==> src/rtl/sprite_cmd_pkg.sv <==
// Shared types, field positions and word packing for the sprite command bus.
package sprite_cmd_pkg;

    localparam logic [3:0] CTRL_NOP    = 4'h0;
    localparam logic [3:0] CTRL_UPDATE = 4'h1;
    localparam logic [3:0] CTRL_SWAP   = 4'hF;

    localparam logic [2:0] DT_NONE    = 3'b000;
    localparam logic [2:0] DT_PATTERN = 3'b001;
    localparam logic [2:0] DT_XPOS    = 3'b010;
    localparam logic [2:0] DT_YPOS    = 3'b011;

    localparam int COMP_LSB  = 26;
    localparam int COMP_W    = 6;
    localparam int CHILD_LSB = 21;
    localparam int CHILD_W   = 5;
    localparam int CTRL_LSB  = 17;
    localparam int CTRL_W    = 4;
    localparam int DTYPE_LSB = 14;
    localparam int DTYPE_W   = 3;
    localparam int BUF_LSB   = 13;
    localparam int MSG_LSB   = 0;
    localparam int MSG_W     = 13;

    typedef struct packed {
        logic [5:0] comp_id;
        logic [4:0] child;
        logic [4:0] pattern;
        logic       visible;
        logic       flip;
        logic [9:0] x;
        logic [9:0] y;
    } sprite_req_t;

    function automatic logic [31:0] pack_cmd(
        input logic [COMP_W-1:0]  comp,
        input logic [CHILD_W-1:0] child,
        input logic [CTRL_W-1:0]  ctrl,
        input logic [DTYPE_W-1:0] dtype,
        input logic               buf_sel,
        input logic [MSG_W-1:0]   msg
    );
        logic [31:0] w;
        w = '0;
        w[COMP_LSB  +: COMP_W]  = comp;
        w[CHILD_LSB +: CHILD_W] = child;
        w[CTRL_LSB  +: CTRL_W]  = ctrl;
        w[DTYPE_LSB +: DTYPE_W] = dtype;
        w[BUF_LSB]              = buf_sel;
        w[MSG_LSB   +: MSG_W]   = msg;
        return w;
    endfunction

endpackage

==> src/rtl/sprite_req_fifo.sv <==
// Synchronous request queue; the popped entry is registered and held until the next pop.
module sprite_req_fifo
    import sprite_cmd_pkg::*;
#(
    parameter int DEPTH = 8
) (
    input  logic        clk,
    input  logic        reset,
    input  logic        push,
    input  sprite_req_t wr_data,
    input  logic        pop,
    output sprite_req_t rd_data,
    output logic        full,
    output logic        empty
);

    localparam int AW = $clog2(DEPTH);
    localparam logic [AW:0] PTR_ONE = {{AW{1'b0}}, 1'b1};

    sprite_req_t mem_q [DEPTH];
    sprite_req_t mem_d [DEPTH];
    logic [AW:0] wr_ptr_q, wr_ptr_d;
    logic [AW:0] rd_ptr_q, rd_ptr_d;
    sprite_req_t rd_data_q, rd_data_d;

    // Extra pointer MSB distinguishes full from empty when the indices match.
    assign empty   = (wr_ptr_q == rd_ptr_q);
    assign full    = (wr_ptr_q[AW] != rd_ptr_q[AW]) &&
                     (wr_ptr_q[AW-1:0] == rd_ptr_q[AW-1:0]);
    assign rd_data = rd_data_q;

    always_comb begin
        mem_d     = mem_q;
        wr_ptr_d  = wr_ptr_q;
        rd_ptr_d  = rd_ptr_q;
        rd_data_d = rd_data_q;
        if (push && !full) begin
            mem_d[wr_ptr_q[AW-1:0]] = wr_data;
            wr_ptr_d = wr_ptr_q + PTR_ONE;
        end
        if (pop && !empty) begin
            rd_data_d = mem_q[rd_ptr_q[AW-1:0]];
            rd_ptr_d  = rd_ptr_q + PTR_ONE;
        end
    end

    always_ff @(posedge clk or posedge reset) begin
        if (reset) begin
            for (int i = 0; i < DEPTH; i++) begin
                mem_q[i] <= '0;
            end
            wr_ptr_q  <= '0;
            rd_ptr_q  <= '0;
            rd_data_q <= '0;
        end else begin
            mem_q     <= mem_d;
            wr_ptr_q  <= wr_ptr_d;
            rd_ptr_q  <= rd_ptr_d;
            rd_data_q <= rd_data_d;
        end
    end

endmodule

==> src/rtl/sprite_cmd_encoder.sv <==
// Encodes queued sprite updates into PATTERN/XPOS/YPOS words for the back buffer and
// issues a buffer-switch word once per frame at the raster swap point.
module sprite_cmd_encoder
    import sprite_cmd_pkg::*;
#(
    parameter int         FIFO_DEPTH  = 8,
    parameter logic [9:0] SWAP_VCOUNT = 10'd480,
    parameter logic [9:0] SWAP_HCOUNT = 10'd0
) (
    input  logic        clk,
    input  logic        reset,
    input  logic [9:0]  hcount,
    input  logic [9:0]  vcount,
    input  logic        req_valid,
    output logic        req_ready,
    input  logic [5:0]  req_comp_id,
    input  logic [4:0]  req_child,
    input  logic [4:0]  req_pattern,
    input  logic        req_visible,
    input  logic        req_flip,
    input  logic [9:0]  req_x,
    input  logic [9:0]  req_y,
    output logic [31:0] writedata,
    output logic        word_valid,
    output logic        front_buf,
    output logic        frame_done
);

    // state | meaning
    // IDLE  | nothing in flight; pick switch, then next request
    // PAT   | emitting PATTERN word of the popped request
    // XPOS  | emitting XPOS word
    // YPOS  | emitting YPOS word, then choose next like IDLE
    // SWAP  | emitting switch word, flip front buffer
    localparam logic [2:0] ST_IDLE = 3'd0;
    localparam logic [2:0] ST_PAT  = 3'd1;
    localparam logic [2:0] ST_XPOS = 3'd2;
    localparam logic [2:0] ST_YPOS = 3'd3;
    localparam logic [2:0] ST_SWAP = 3'd4;

    logic [2:0]  state_q, state_d;
    logic        front_q, front_d;
    logic        pending_q, pending_d;
    logic [31:0] writedata_q, writedata_d;
    logic        word_valid_q, word_valid_d;
    logic        frame_done_q, frame_done_d;

    sprite_req_t req_in;
    sprite_req_t req_cur;
    logic        fifo_full;
    logic        fifo_empty;
    logic        fifo_pop;
    logic        fifo_push;
    logic        swap_hit;
    logic        take_next;
    logic        allow_swap;
    logic        upd_buf;
    logic [31:0] pat_word;
    logic [31:0] xpos_word;
    logic [31:0] ypos_word;
    logic [31:0] swap_word;

    assign req_in = '{comp_id: req_comp_id, child: req_child, pattern: req_pattern,
                      visible: req_visible, flip: req_flip, x: req_x, y: req_y};

    assign req_ready = ~fifo_full;
    assign fifo_push = req_valid & ~fifo_full;
    assign swap_hit  = (hcount == SWAP_HCOUNT) && (vcount == SWAP_VCOUNT);

    sprite_req_fifo #(
        .DEPTH (FIFO_DEPTH)
    ) u_fifo (
        .clk     (clk),
        .reset   (reset),
        .push    (fifo_push),
        .wr_data (req_in),
        .pop     (fifo_pop),
        .rd_data (req_cur),
        .full    (fifo_full),
        .empty   (fifo_empty)
    );

    assign upd_buf   = ~front_q;
    assign pat_word  = pack_cmd(req_cur.comp_id, req_cur.child, CTRL_UPDATE, DT_PATTERN, upd_buf,
                                {req_cur.visible, req_cur.flip, 6'd0, req_cur.pattern});
    assign xpos_word = pack_cmd(req_cur.comp_id, req_cur.child, CTRL_UPDATE, DT_XPOS, upd_buf,
                                {req_cur.visible, req_cur.flip, 1'b0, req_cur.x});
    assign ypos_word = pack_cmd(req_cur.comp_id, req_cur.child, CTRL_UPDATE, DT_YPOS, upd_buf,
                                {req_cur.visible, req_cur.flip, 1'b0, req_cur.y});
    assign swap_word = pack_cmd(6'd0, 5'd0, CTRL_SWAP, DT_NONE, ~front_q, 13'd0);

    always_comb begin
        state_d      = state_q;
        front_d      = front_q;
        pending_d    = pending_q | swap_hit;
        writedata_d  = '0;
        word_valid_d = 1'b0;
        frame_done_d = 1'b0;
        fifo_pop     = 1'b0;
        take_next    = 1'b0;
        allow_swap   = 1'b1;

        case (state_q)
            ST_IDLE: take_next = 1'b1;
            ST_PAT: begin
                writedata_d  = pat_word;
                word_valid_d = 1'b1;
                state_d      = ST_XPOS;
            end
            ST_XPOS: begin
                writedata_d  = xpos_word;
                word_valid_d = 1'b1;
                state_d      = ST_YPOS;
            end
            ST_YPOS: begin
                writedata_d  = ypos_word;
                word_valid_d = 1'b1;
                take_next    = 1'b1;
            end
            ST_SWAP: begin
                writedata_d  = swap_word;
                word_valid_d = 1'b1;
                frame_done_d = 1'b1;
                front_d      = ~front_q;
                // a trigger landing while the switch is going out is absorbed
                pending_d    = 1'b0;
                allow_swap   = 1'b0;
                take_next    = 1'b1;
            end
            default: state_d = ST_IDLE;
        endcase

        if (take_next) begin
            if (allow_swap && (pending_q || swap_hit)) begin
                state_d = ST_SWAP;
            end else if (!fifo_empty) begin
                fifo_pop = 1'b1;
                state_d  = ST_PAT;
            end else begin
                state_d = ST_IDLE;
            end
        end
    end

    always_ff @(posedge clk or posedge reset) begin
        if (reset) begin
            state_q      <= ST_IDLE;
            front_q      <= 1'b0;
            pending_q    <= 1'b0;
            writedata_q  <= '0;
            word_valid_q <= 1'b0;
            frame_done_q <= 1'b0;
        end else begin
            state_q      <= state_d;
            front_q      <= front_d;
            pending_q    <= pending_d;
            writedata_q  <= writedata_d;
            word_valid_q <= word_valid_d;
            frame_done_q <= frame_done_d;
        end
    end

    assign writedata  = writedata_q;
    assign word_valid = word_valid_q;
    assign front_buf  = front_q;
    assign frame_done = frame_done_q;

endmodule

==> config.mk <==
export PLATFORM = sky130hd
export DESIGN_NAME = sprite_cmd_encoder
export DESIGN_NICKNAME = d
export VERILOG_FILES = /design/src/rtl/sprite_cmd_pkg.sv /design/src/rtl/sprite_req_fifo.sv /design/src/rtl/sprite_cmd_encoder.sv
export SDC_FILE = /design/constraint.sdc
export NUM_CORES = 1
export LEC_CHECK = 0
export BUFFER_PORTS_ARGS = -buffer_cell sky130_fd_sc_hd__buf_2
export CELL_PAD_IN_SITES_DETAIL_PLACEMENT = 1
export CELL_PAD_IN_SITES_GLOBAL_PLACEMENT = 2
export CORE_AREA = 2 2 208 210
export CTS_BUF_LIST = sky130_fd_sc_hd__clkbuf_2 sky130_fd_sc_hd__clkbuf_4 sky130_fd_sc_hd__clkbuf_8
export DETAILED_ROUTE_END_ITERATION = 8
export DIE_AREA = 0 0 210 212
export PLACE_DENSITY = 0.74
export SLEW_MARGIN = 20
export SYNTH_ARGS = -nofsm -noshare
export SYNTH_HDL_FRONTEND = slang
export SYNTH_SLANG_ARGS = --single-unit
==> constraint.sdc <==
create_clock -name clk -period 21.9 [get_ports clk]
set_input_delay 1.095 -clock clk [delete_from_list [all_inputs] [get_ports clk]]
set_output_delay 1.095 -clock clk [all_outputs]
set_load 0.01 [all_outputs]
# ---- After elaboration in Yosys (flattened, before gate mapping)
# Index checks and enable logic that the tools add are counted.
dict set report totals {
  reg_bits 389
  in_bits 61
  output_inout_bits 36
  word_cells 123
}
dict set report op_classes {
  addsub 2
  magnitude_cmp 3
  n_eq_ne 9
  n_mux 19
  n_bitwise 6
  reduce_logical 13
}
# cell n
set op_table {}
lappend op_table {{$bwmux 304} 1}
lappend op_table {{$pmux 32 s4} 1}
lappend op_table {{$bmux 38 s3} 1}
lappend op_table {{$demux 38 s3} 1}
lappend op_table {{$mux 38} 3}
lappend op_table {{$eq 10x9->1 const B} 1}
lappend op_table {{$logic_not 10->1} 1}
lappend op_table {{$mux 1} 9}
lappend op_table {{$pmux 3 s3} 1}
lappend op_table {{$add 4x1->4 const B} 2}
lappend op_table {{$ge 4x4->1 const B} 2}
lappend op_table {{$not 3->4} 2}
lappend op_table {{$eq 3x2->1 const B} 2}
lappend op_table {{$logic_and 1x1->1} 6}
lappend op_table {{$mux 3} 2}
lappend op_table {{$eq 4x4->1} 1}
lappend op_table {{$lt 4x1->1 const B} 1}
lappend op_table {{$reduce_or 4->1} 1}
lappend op_table {{$eq 3x1->1 const B} 1}
lappend op_table {{$eq 3x3->1} 1}
lappend op_table {{$eq 3x3->1 const B} 1}
lappend op_table {{$logic_not 3->1} 1}
lappend op_table {{$reduce_or 3->1} 1}
lappend op_table {{$logic_not 1->1} 2}
lappend op_table {{6 further kinds} 7}

# ---- Longest topological paths before layout
dict set report depth {
  ltp_word 7
  ltp_mapped 8
  depth_no_buf 6
}

# ---- Modules after synthesis
# A second synthesis with hierarchy kept.
dict set report hier_totals {
  hier_cells 1072
  area_unflattened_um2 16802.4
}
# mod instances cells_per_inst area_per_inst_um2 seq_area_each_um2
set by_module_without_submodules {}
lappend by_module_without_submodules {sprite_req_fifo 1 951 15333.5 8758.4}
lappend by_module_without_submodules {sprite_cmd_encoder 1 121 1468.9 875.8}

# ---- Worst setup path before layout
# Ideal clock, no wire load.
dict set report synth_timing {
  path_type {input-to-reg}
  start {input port hcount[2]}
  end {register u_fifo.rd_ptr_q[1]}
  setup_ns 0.128
  t_arrival_ns 2.677
  required_ns 21.772
  path_slack_ns 19.096
  cell_stages 5
  path_buffers 1
  path_cell_list {or4_1 or3_1 o211ai_4 buf_6 mux2_1}
}
dict set report synth_between {
  elab_chain_len 7
}
# item line
set synth_rtl {}
lappend synth_rtl {{start, declared} sprite_cmd_encoder.sv:12} ;# input logic [9:0] hcount,
lappend synth_rtl {{$logic_not 10->1} sprite_cmd_encoder.sv:68} ;# assign swap_hit = (hcount == SWAP_HCOUNT) && (vcount == SWAP_VCOUNT);
lappend synth_rtl {{$logic_and 1x1->1} sprite_cmd_encoder.sv:68}
lappend synth_rtl {{$logic_or 1x1->1} sprite_cmd_encoder.sv:134} ;# if (allow_swap && (pending_q || swap_hit)) begin
lappend synth_rtl {{$logic_and 1x1->1} sprite_cmd_encoder.sv:134}
lappend synth_rtl {{$mux 1} sprite_cmd_encoder.sv:134}
lappend synth_rtl {{$mux 1} sprite_cmd_encoder.sv:133} ;# if (take_next) begin
lappend synth_rtl {{$logic_and 1x1->1} sprite_req_fifo.sv:41} ;# if (pop && !empty) begin
lappend synth_rtl {{end signal, assigned} sprite_req_fifo.sv:58} ;# rd_ptr_q <= rd_ptr_d;
lappend synth_rtl {{end, declared} sprite_req_fifo.sv:23} ;# logic [AW:0] rd_ptr_q, rd_ptr_d;
# Every way passes these cells.
# A chain may end at the register's enable or synchronous reset.

# ---- Worst setup path in the final report
dict set report layout_timing {
  start {register u_fifo.rd_ptr_q[1]}
  end {register u_fifo.mem_q[87] in the netlist's numbering}
}
dict set report layout_between {
  elab_chain_len 5
  word_cells_on_any_way 6
  classes_between {eq/ne: 1; bitwise: 2; reduce/logical: 3}
}
# item line
set layout_rtl {}
lappend layout_rtl {{$eq 3x3->1 (*)} sprite_req_fifo.sv:29} ;# (wr_ptr_q[AW-1:0] == rd_ptr_q[AW-1:0]);
lappend layout_rtl {{$logic_and 1x1->1 (*)} sprite_req_fifo.sv:28} ;# assign full = (wr_ptr_q[AW] != rd_ptr_q[AW]) &&
lappend layout_rtl {{$not 1->1} sprite_cmd_encoder.sv:67} ;# assign fifo_push = req_valid & ~fifo_full;
lappend layout_rtl {{$and 1x1->1} sprite_cmd_encoder.sv:67}
lappend layout_rtl {{$logic_and 1x1->1 (*)} sprite_req_fifo.sv:37} ;# if (push && !full) begin
lappend layout_rtl {{end signal, assigned} sprite_req_fifo.sv:56} ;# mem_q <= mem_d;
lappend layout_rtl {{end, declared} sprite_req_fifo.sv:20} ;# sprite_req_t mem_q [DEPTH];
# Mark *: on every way between the ends. The rest lies on a longest branch, timed or not.

==> metrics.txt <==
TNS Setup=0 ps; uppermost layer routed=met5; initial antenna violation count=2; crit path max-delay cell type=dfrtp_2; clk_skew=between 20 and 25 ps; Placer Congestion=around 0.69; outcome=complete, no violations; clock sinks=approximately 390; Final HPWL DP=between 20,000 and 25,000 microns; Slew Limit Fails=0; actual slew at the worst max-slew pin=a little over 1000 ps; fin crit share=between 10% and 20%; DR vias/cell=roughly 5.2; Die X=between 200 and 250 microns; critical path cell sequence=xnor2_1, nand4_2, nand2_1, nor3_2, buf_4, mux2_2; worst hold path type=reg -> reg; Avg Synthesized Cell Area=~16 sq um; WP buf/inv=1; WL met2=~18,000 microns; top post-synthesis cells by area=dfrtp_1, mux2_2, mux4_2; CTS resizes=0; share of layout cells above drive strength 1=around 51%; Non-Filler Instances=1,749; Max-slew headroom=between 30% and 40%; Required @ worst endpoint=22,420 ps; max-cap viol count=0; area delta synth->final=13.3%; commonest cells after routing, fill and taps aside=dfrtp_1, mux2_2, buf_2; Clk pin slew, worst setup/hold paths=60 ps; unrepaired setup endpoints after global routing=no; clk_lat worst skew=around 650 ps; share of the synthesized area in the top cell type=57.9%; Syn. warnings=0; core footprint=between 40,000 and 50,000 sq um; final setup violation count=0; number of global-route vias before repair=10,228; max incr delay on CP=780 ps; Inst Count DP=1,641; critical path peak fanout=31; 1st-pass router iterations=4; number of setup buffers added after CTS=0; delay-heaviest family, CP=simple AND/OR/NAND/NOR gates; ys flop type=dfrtp_1; nets=around 1,200; Synth async-reset ratio=100%; Setup WS pre-CTS=around 18,000 ps; area leader, netlist=dfrtp_1; Post-Synthesis Cells=about 1,100; Post-synth EDFFs=0; wire per inst=21.4 microns; Lkg Pwr=8.26 nW; largest net degree at the start of global routing=approximately 180; most common cell after layout, fill and taps aside=dfrtp_1; routed wl met3=approximately 1200 microns; kind of critical path=reg -> reg; Detail Route Antenna Nets=0; Die ar.=roughly 45,000 sq um; Setup WS post-layout=roughly 19,000 ps; Initial DRC Count=556; CTS tree=built; f_max=307 MHz; Port Buffer Count=94; Power Density=between 150 and 200 nW/um^2; CP Capture Type=flop; area post-placement=17,600 sq um; M1 wire length=between 15,000 and 20,000 microns; design area=around 19,000 sq um; H-tree depth=2; via count=9,159; hold-fix buffers at CTS=0; DRC=0; Post-Syn Area=16,700 sq um; row count=between 70 and 80; first-pass GRT wire length=60,100 microns; TritonCTS buffer count=61; sequential fraction of the synthesis area=between 50% and 60%; min Tclk post-route=approximately 3300 ps; post-synthesis register bit count=around 390; initial core utilization=roughly two fifths; Clock Tree Root=clkbuf_8; worst vdd ir=about 0.070 mV; CP startpoint kind=flop; Clock Tree Buf Depth=3; chip height=about 210 microns; Unique masters post-synth=40; total gr overflow=0; worst hold slack=466 ps; final hold violation count=0; All-Layer GR Usage=17.6%; I/O pin total=between 90 and 100; CP arrival=3770 ps; WL final=approximately 38,000 microns
==> worst register-to-register path, delay by kind of cell, from the launching register on <==
family                 cells  cell delay [ps]
XOR/XNOR                   1              190
multiplexers               1              430
AND/OR/NAND/NOR            3             1090
buffers and inverters      1              650
flip-flops                 1              780
==> metrics by stage <==
step | total power, mW | utilization, %
after floorplan | 2.11 | -
after global placement | 2.36 | 41.3
after detailed placement | 2.41 | 41.3
after CTS | 3.06 | 44.3
after global routing | 3.21 | 44.4
final | 3.00 | 44.4
==> Yosys cell counts, types with 8 or more instances <==
cell type  number
and2_1         13
buf_2          35
buf_4          21
clkbuf_1        8
dfrtp_1       385
mux2_2        310
mux2i_1        43
mux4_2         76
nand2_1        44
nor2_1         19
o21ai_0        38
xnor2_1         9
==> report_power, final <==
part	internal (mW)	total, mW	switching [mW]
combinational	0.625	1.10	0.470
sequential	1.07	1.28	0.207
clock	0.352	0.632	0.280
total	2.05	3.00	0.957
==> metal layers <==
metal	track usage, %	vias to the layer above
li1	-	4080
met1	23.4	4882
met2	29.6	136
met3	2.91	59
met4	5.77	2
met5	0	-
==> logic make-up (layout without fill, tap and decap cells) <==
kind of cell | count (synthesis) | count (layout) | share of synthesized area (%)
AOI/OAI and AO/OA | 48 | 48 | 1.70
xor gates and xnor gates | 14 | 14 | 0.736
adders and majority gates | 2 | 2 | 0.150
buffers and inverters | 77 | 217 | 2.63
DFF | 385 | 385 | 57.9
muxes | 430 | 430 | 33.9
other | 1 | 4 | 0.0225
and+or+nand+nor | 103 | 103 | 3.02
==> path summary, 6_finish.rpt <==
check	from	end	slack, ps	depth (start not counted)
worst min-delay path	front_buf$_DFFE_PP0P_	writedata[13]$_DFF_PP0_	470	1
worst min register to register	front_buf$_DFFE_PP0P_	writedata[13]$_DFF_PP0_	470	1
worst max register to register	u_fifo.rd_ptr_q[1]$_DFFE_PP0P_	u_fifo.mem_q[87]$_DFFE_PP0P_	18650	6
max in group asynchronous	reset	u_fifo.rd_data[14]$_DFFE_PP0P_	19770	3
worst max-delay path	u_fifo.rd_ptr_q[1]$_DFFE_PP0P_	u_fifo.mem_q[87]$_DFFE_PP0P_	18650	6
min in group asynchronous	reset	u_fifo.wr_ptr_q[1]$_DFFE_PP0P_	620	2
==> registers in the layout (all words and copies together) (netlist names) <==
name / count
pending_q: 1
front_buf: 1
state_q: 3
frame_done: 1
u_fifo.mem_q: 304
u_fifo.rd_ptr_q: 4
word_valid: 1
writedata: 28
u_fifo.rd_data: 38
u_fifo.wr_ptr_q: 4
==> final cells by class <==
class | instances | area, sq um
diodes | 2 | 5.00
multi-input cells | 599 | 6630
flip-flops and latches | 385 | 9640
inverters | 4 | 22.5
clock buffers | 96 | 1230
repair buffers | 108 | 608
clock inverters | 9 | 48.8
fillers | 4179 | 23600
well taps | 546 | 683
Note: power is estimated with default switching activity, not from simulation.
